## src/rtl/interrupt_sequencer.sv

```systemverilog
// Interrupt entry sequencer: latches an int_req edge, waits for a safe pipeline point,
// pushes return PC and flags, fetches the ISR vector, loads PC and tracks ISR residency.
`timescale 1ns/1ps
module interrupt_sequencer #(
   parameter int             W        = 16,
   parameter int             FLAGS_W  = 4,
   parameter logic [W-1:0]   VEC_ADDR = 16'h0000
) (
   input  logic               clk,
   input  logic               rst,
   input  logic               int_req,
   input  logic               branch_signal,
   input  logic               detection_signal,
   input  logic               call_in_decode,
   input  logic [W-1:0]       pc_next,
   input  logic [FLAGS_W-1:0] flags_in,
   input  logic               reti_done,
   input  logic               push_ready,
   input  logic               vec_rd_ready,
   input  logic [W-1:0]       vec_rd_data,
   output logic               interrupt,
   output logic               stall,
   output logic               push_valid,
   output logic [W-1:0]       push_data,
   output logic               vec_rd_valid,
   output logic [W-1:0]       vec_addr,
   output logic               pc_load,
   output logic [W-1:0]       pc_load_value,
   output logic               in_isr
);

   typedef enum logic [2:0] {
      IDLE,
      PENDING,
      PUSH_PC,
      PUSH_FLAGS,
      VEC_RD,
      JUMP,
      ISR
   } state_t;

   state_t               state;
   state_t               state_next;
   logic                 int_req_q;
   logic                 pending;
   logic                 first_cycle;
   logic [W-1:0]         saved_pc;
   logic [FLAGS_W-1:0]   saved_flags;
   logic [W-1:0]         vector;
   logic                 req_edge;
   logic                 safe;
   logic                 enter;

   assign req_edge = int_req & ~int_req_q;
   assign safe     = ~branch_signal & ~detection_signal & ~call_in_decode;
   assign enter    = (state == PENDING) & safe;
   assign vec_addr = VEC_ADDR;

   always_ff @(posedge clk or negedge rst) begin
      if (!rst) begin
         state       <= IDLE;
         int_req_q   <= 1'b0;
         pending     <= 1'b0;
         first_cycle <= 1'b0;
         saved_pc    <= '0;
         saved_flags <= '0;
         vector      <= '0;
         in_isr      <= 1'b0;
      end else begin
         state     <= state_next;
         int_req_q <= int_req;
         // A new edge wins over the clear so an edge arriving on the entry cycle is kept.
         if (req_edge)
            pending <= 1'b1;
         else if (enter)
            pending <= 1'b0;
         // Marks the first PUSH_PC cycle so interrupt pulses once even under backpressure.
         first_cycle <= enter;
         if (enter) begin
            saved_pc    <= pc_next;
            saved_flags <= flags_in;
         end
         if ((state == VEC_RD) && vec_rd_ready)
            vector <= vec_rd_data;
         if (state == JUMP)
            in_isr <= 1'b1;
         else if ((state == ISR) && reti_done)
            in_isr <= 1'b0;
      end
   end

   always_comb begin
      state_next    = state;
      interrupt     = 1'b0;
      stall         = 1'b0;
      push_valid    = 1'b0;
      push_data     = '0;
      vec_rd_valid  = 1'b0;
      pc_load       = 1'b0;
      pc_load_value = '0;
      case (state)
         IDLE: begin
            if (req_edge | pending)
               state_next = PENDING;
         end
         PENDING: begin
            if (safe)
               state_next = PUSH_PC;
         end
         PUSH_PC: begin
            stall      = 1'b1;
            push_valid = 1'b1;
            push_data  = saved_pc;
            interrupt  = first_cycle;
            if (push_ready)
               state_next = PUSH_FLAGS;
         end
         PUSH_FLAGS: begin
            stall      = 1'b1;
            push_valid = 1'b1;
            push_data  = {{(W-FLAGS_W){1'b0}}, saved_flags};
            if (push_ready)
               state_next = VEC_RD;
         end
         VEC_RD: begin
            stall        = 1'b1;
            vec_rd_valid = 1'b1;
            if (vec_rd_ready)
               state_next = JUMP;
         end
         JUMP: begin
            stall         = 1'b1;
            pc_load       = 1'b1;
            pc_load_value = vector;
            state_next    = ISR;
         end
         ISR: begin
            if (reti_done)
               state_next = IDLE;
         end
         default: state_next = IDLE;
      endcase
   end

endmodule

```

## config.mk

```make
export PLATFORM = sky130hd
export DESIGN_NAME = interrupt_sequencer
export DESIGN_NICKNAME = d
export VERILOG_FILES = /design/src/rtl/interrupt_sequencer.sv
export SDC_FILE = /design/constraint.sdc
export NUM_CORES = 1
export LEC_CHECK = 0
export CAP_MARGIN = 20
export CORE_MARGIN = 3
export CORE_UTILIZATION = 45
export CTS_CLUSTER_SIZE = 24
export DETAILED_ROUTE_END_ITERATION = 10
export PLACE_DENSITY = 0.86
export SLEW_MARGIN = 20
export SYNTH_ARGS = -nofsm -noshare
export SYNTH_HDL_FRONTEND = slang
export SYNTH_SLANG_ARGS = --single-unit
```

## constraint.sdc

```tcl
create_clock -name clk -period 4.65 [get_ports clk]
set_input_delay 0.6975 -clock clk [delete_from_list [all_inputs] [get_ports clk]]
set_output_delay 0.6975 -clock clk [all_outputs]
set_load 0.02 [all_outputs]
```

==> flow_summary.json, run 1 <==
{
  "synth_flop_cell": "dfrtp_1",
  "gr-usage-met1_pct": 21.84,
  "slew_violations": 0,
  "antenna_cells": 0,
  "synth_edf_count": 0,
  "via_per_inst": 4.807,
  "p_leak_nw": 1.422,
  "ant_nets": 0,
  "dieHeight_um": 76.02,
  "holdBufCountCts": 0,
  "r2r_start": "state[2]$_DFFE_PN0P_",
  "grt_overflow_total": 0,
  "r2r_cells": 4,
  "cts_resized": 0,
  "dp_hpwl_um": 3508,
  "drc": 0,
  "fin_setup_tns_ns": 0,
  "critPathBufInv": 2,
  "antenna_found_initial": 0,
  "arrival_ns": 2.69,
  "synthesis.area_um2": 2206,
  "cap_violations": 0,
  "synthToLayoutAreaGrowth_pct": 37.83,
  "htreeDepth": 2,
  "grt_usage_pct": 17.64,
  "cp-start-kind": "flip-flop",
  "io_pins": 99,
  "totalWireLength_um": 4811,
  "clock-root-buffer": "clkbuf_8",
  "grt_pass1_wl_um": 8238,
  "cts_tree": "done",
  "p_per_area_nw_per_um2": 497.6,
  "rows": 24,
  "drive_above_1_share_pct": 19.16,
  "rrSetupSlack_ns": 2.34,
  "seq_area_frac_synth_pct": 48.78,
  "hold_end": "vector[10]$_DFFE_PN0P_",
  "drtIter0Drc": 76,
  "cpPeakStageDelay_ns": 0.67,
  "seqCellArea_um2": 1076,
  "avgSynthCellArea_um2": 12.05,
  "cts.clk_slew.worst_paths_ns": 0.08,
  "criticalPathCategory": "reg2out",
  "grt_max_degree": 44,
  "clock.fmax_ghz": 0.2949,
  "gp_congestion": 0.8228,
  "drt_pass1_iterations": 6,
  "grt_use_met3_pct": 3.901,
  "tightest_slew_ns": 0.9336,
  "cts_buffers": 5,
  "die_w_um": 76.02,
  "min_period_ns": 3.391,
  "vias": 1567,
  "start_util_pct": 48.65,
  "grtUsageMet2_pct": 30.76,
  "outcome": "completed",
  "hold_viol_final": 0,
  "setup_viol": 0,
  "crit_chain": "inv_2 > ha_1 > nand2_1 > nor2_1 > clkdlybuf4s50_1",
  "whs_path_depth": 1,
  "portBuffers": 82,
  "cp.required_ns": 3.95,
  "synthCells": 183,
  "multiInputGateArea_um2": 963.4,
  "async_flop_share_pct": 100.0,
  "ir_worst_vdd_mv": 0.2348,
  "timing.final.ws_setup_ns": 1.259,
  "grt-busiest-layer": "met2",
  "r2r_end": "vector[12]$_DFFE_PN0P_",
  "grt_pass1_vias": 1656,
  "core_um2": 4534,
  "die-area_um2": 5778,
  "rsz0062_at_grt": "no",
  "slowest_stage": "dfrtp_1",
  "synth_cell_types": 31,
  "pre_cts_ws_ns": 1.457,
  "ys_warn_count": 0,
  "max_slew_margin_pct": 37.76,
  "final_cell_mix": "clkdlybuf4s50_1 (81), dfrtp_1 (43), mux2_2 (35)",
  "end_kind": "output port",
  "cts_setup_buffers": 0,
  "finClkSkew_ns": 0.008895,
  "total_power_mw": 1.513,
  "fill_cells": 355,
  "holdWs_ns": 0.4876,
  "cts_buffer_depth": 2,
  "crit_fanout": 27,
  "cts_sinks": 43,
  "synth-seq-cells": 43,
  "hold_class": "reg2reg",
  "crit_family": "buffers and inverters",
  "drt-wirelength-per-cell_um": 14.76,
  "fin_nets": 308,
  "fin_crit_sh_pct": 72.92,
  "hold_start": "vector[10]$_DFFE_PN0P_",
  "clk_latency_ns": 0.30,
  "mostFrequentLayoutCell": "clkdlybuf4s50_1"
}
-- Yosys cell counts, types with 3 or more instances --
library cell	instances	area (um2)
and3_1	28	175.2
buf_6	3	33.78
inv_1	3	11.26
ha_1	3	37.54
nand2_1	7	26.28
mux2i_1	6	60.06
a21oi_1	3	15.01
dfrtp_1	43	1076
nor2_1	4	15.01
clkbuf_1	5	18.77
and2_1	3	18.77
nor2b_1	3	18.77
mux2_2	35	394.1
buf_4	17	127.6
-- cell type report --
class,count,area share (%)
inverter,4,0.4938
clock buffer,7,2.510
sequential,43,35.39
multi-input combinational,123,31.69
clock inverter,1,0.1646
timing repair buffer,83,27.08
tap,65,2.675
-- registers in the layout (all words and copies together) (netlist names) --
| name | count |
|---|---|
| vector | 16 |
| first_cycle | 1 |
| in_isr | 1 |
| saved_flags | 4 |
| int_req_q | 1 |
| pending | 1 |
| state | 3 |
| saved_pc | 16 |
-- metrics by stage --
stage / instances / utilization, % / cell area (um2)
3_3_place_gp: 318 / 65.20 / 2957
4_1_cts: 326 / 67.00 / 3038
6_report: 326 / 67.05 / 3040
5_1_grt: 326 / 67.05 / 3040
2_1_floorplan: 198 / - / 2262
3_5_place_dp: 318 / 65.20 / 2957
-- layer usage --
metal | vias to the layer above | share of wire, %
li1 | 751 | -
met1 | 755 | 43
met2 | 56 | 49
met3 | 5 | 6.1
met4 | 0 | 1.4
met5 | - | 0
-- where the power goes --
part           switching (mW)  internal (mW)
Clock                   0.123          0.106
Sequential              0.129          0.546
Combinational           0.278          0.331
Total                   0.530          0.983
-- logic make-up after synthesis --
group	after synthesis	share of synthesized area [%]
compound gates	7	2.269
fa+ha+maj	3	1.702
buf+inv	32	10.21
flops	43	48.78
mux	43	21.61
other cells	1	0.1700
simple gates	54	15.26
-- worst reg2reg max path: cells and delay by family, from the launching register on --
family	cells	cell delay (ns)
mux	1	0.42
flops	1	0.83
buf+inv	1	0.16
simple gates	2	0.79
-- how the worst max path moves through the flow --
stage | end | depth (start not counted) | from
3_3_place_gp | pc_load_value[5] | 3 | state[0]$_DFFE_PN0P_
6_report | push_data[0] | 5 | state[2]$_DFFE_PN0P_
3_5_place_dp | pc_load_value[8] | 3 | state[0]$_DFFE_PN0P_
4_1_cts | pc_load_value[2] | 3 | state[0]$_DFFE_PN0P_
2_1_floorplan | push_data[10] | 4 | state[0]$_DFFE_PN0P_
5_1_grt | push_data[0] | 5 | state[2]$_DFFE_PN0P_
Note: power is estimated with default switching activity, not from simulation.
==> run 2, diff against run 1 <==
CORE_UTILIZATION = 38   (was 45)
PLACE_DENSITY = 0.77   (was 0.86)
clock period = 3.11 ns   (was 4.65 ns; I/O delays follow)
==> run 2 against run 1 <==
Compared with the run above: non-clock buffer count rose by 3; clock power is 48% higher; critical endpoint is now push_data[1]; critical path depth decreased by 1; cell count grew 3.1%; sequential power increased by 41%; largest cell class unchanged.
==> flow_summary.json, run 2 (synthesized netlist as in run 1, its figures left out) <==
{
  "intPower_mw": 1.486,
  "dieHeight_um": 82.19,
  "p_sw_uw": 784.8,
  "holdBufCountCts": 0,
  "total_power_mw": 2.271,
  "placed_cell_area_um2": 2988,
  "cts_buffer_depth": 2,
  "fin_util_pct": 55.11,
  "io_pins": 99,
  "antenna_cells": 0,
  "drive_above_1_share_pct": 20.45,
  "tightest_slew_ns": 0.9493,
  "hold_class": "in2async",
  "outcome": "completed",
  "core_um2": 5574,
  "start_util_pct": 39.57,
  "drc": 0,
  "htreeDepth": 2,
  "reg.largest.list": "saved_pc x16, vector x16, saved_flags x4",
  "dp_hpwl_um": 3443,
  "fin_nets": 311,
  "drt_pass1_iterations": 4,
  "crit_fanout": 14,
  "fin_setup_tns_ns": 0,
  "min_period_ns": 2.781,
  "p_per_area_nw_per_um2": 739.3,
  "r2r_end": "vector[7]$_DFFE_PN0P_",
  "via_per_inst": 4.705,
  "cap_violations": 0,
  "cts_sinks": 43,
  "drt-wirelength-per-cell_um": 13.93,
  "cts_setup_buffers": 0,
  "max_slew_margin_pct": 36.71,
  "drtIter0Drc": 40,
  "p_leak_nw": 1.442,
  "p_comb_share_pct": 43.2,
  "die-area_um2": 6755,
  "gp_congestion": 0.7594,
  "vias": 1581,
  "clock-root-buffer": "clkbuf_8",
  "synthToLayoutAreaGrowth_pct": 39.25,
  "clock.fmax_ghz": 0.3596,
  "grt_overflow_total": 0,
  "p_clk_share_pct": 14.9,
  "rows": 27,
  "seq_power_share_pct": 41.8,
  "grt_pass1_vias": 1562,
  "slew_violations": 0,
  "arrival_ns": 2.31,
  "fin_crit_sh_pct": 89.41,
  "grt_usage_pct": 14.20,
  "grt_pass1_wl_um": 7369,
  "hold_viol_final": 0,
  "rsz0062_at_grt": "no",
  "fin_area_um2": 3072,
  "grt_max_degree": 44,
  "clk_latency_ns": 0.29,
  "totalWireLength_um": 4682,
  "finClkSkew_ns": 0.007926,
  "cts_resized": 0,
  "antenna_found_initial": 0,
  "criticalPathCategory": "reg2out",
  "final_cell_mix": "clkdlybuf4s50_1 (81), dfrtp_1 (43), mux2_2 (35)",
  "die_w_um": 82.19,
  "setup_viol": 0,
  "cts_buffers": 5,
  "swShare_pct": 34.56,
  "portBuffers": 82,
  "end_kind": "output port",
  "ir_worst_vdd_mv": 0.3840,
  "cp.required_ns": 2.64,
  "cts.clk_slew.worst_paths_ns": 0.08,
  "cp-start-kind": "flip-flop",
  "r2r_cells": 3,
  "ant_nets": 0,
  "cts_tree": "done",
  "rrSetupSlack_ns": 1.16,
  "r2r_start": "state[1]$_DFFE_PN0P_",
  "mostFrequentLayoutCell": "clkdlybuf4s50_1"
}
run 2: cell count changes in the layout (fill, tap and decap cells not counted), sizes merged:
cell	before	now
clkinv	1	3
buf	2	5
clkbuf	7	5
run 2: area by class of cell:
type,instances,area (um2)
clock inverter,3,15.01
multi-input combinational,123,960.9
fill,481,2502
inverter,4,15.01
timing repair buffer,86,845.8
sequential,43,1076
tap,72,90.09
clock buffer,5,68.82
run 2: power by group through the flow:
stage | registers [mW] | logic (mW) | clock network, mW
after floorplan | 0.921 | 0.699 | 0
after detailed placement | 0.961 | 0.988 | 0
final | 0.950 | 0.982 | 0.338
after global routing | 0.984 | 1.07 | 0.373
after global placement | 0.950 | 0.977 | 0
after CTS | 0.949 | 0.995 | 0.350
run 2: worst max-delay path: stages, from the launching register on:
cell and delay (ns):
dfrtp_1 0.58, ha_1 0.48, nand2_1 0.18, nor2_1 0.16, clkdlybuf4s50_1 0.62
run 2: per-layer routing:
layer	wire, um	track usage [%]
met1	2017	18.04
met2	2289	23.40
met3	317	4.230
met4	57	3.987
met5	0	0
run 2: how the worst max path moves through the flow:
stage / start / cells after the start / end / slack (ns)
detailed placement: state[1]$_DFFE_PN0P_ / 4 / push_data[1] / 0.69
global route: state[1]$_DFFE_PN0P_ / 4 / push_data[0] / 0.16
floorplan: state[0]$_DFFE_PN0P_ / 4 / push_data[10] / 1.23
CTS: state[1]$_DFFE_PN0P_ / 4 / push_data[1] / 0.34
global placement: state[1]$_DFFE_PN0P_ / 4 / push_data[0] / 0.73
finish: state[1]$_DFFE_PN0P_ / 4 / push_data[1] / 0.33
run 2: stage by stage:
stage               hold slack [ns]  setup slack, ns  cells
floorplan                    0.1709            1.233    198
global placement             0.4606           0.7328    328
detailed placement           0.4650           0.6931    328
CTS                          0.3563           0.3378    336
global route                 0.4002           0.1564    336
finish                       0.3139           0.3294    336
==> run 3, diff against run 2 <==
ABC_CLOCK_PERIOD_IN_PS = 3110   (was not set)
==> results of run 3 <==
Final layout, timing and power as in run 2 (identical DEF).
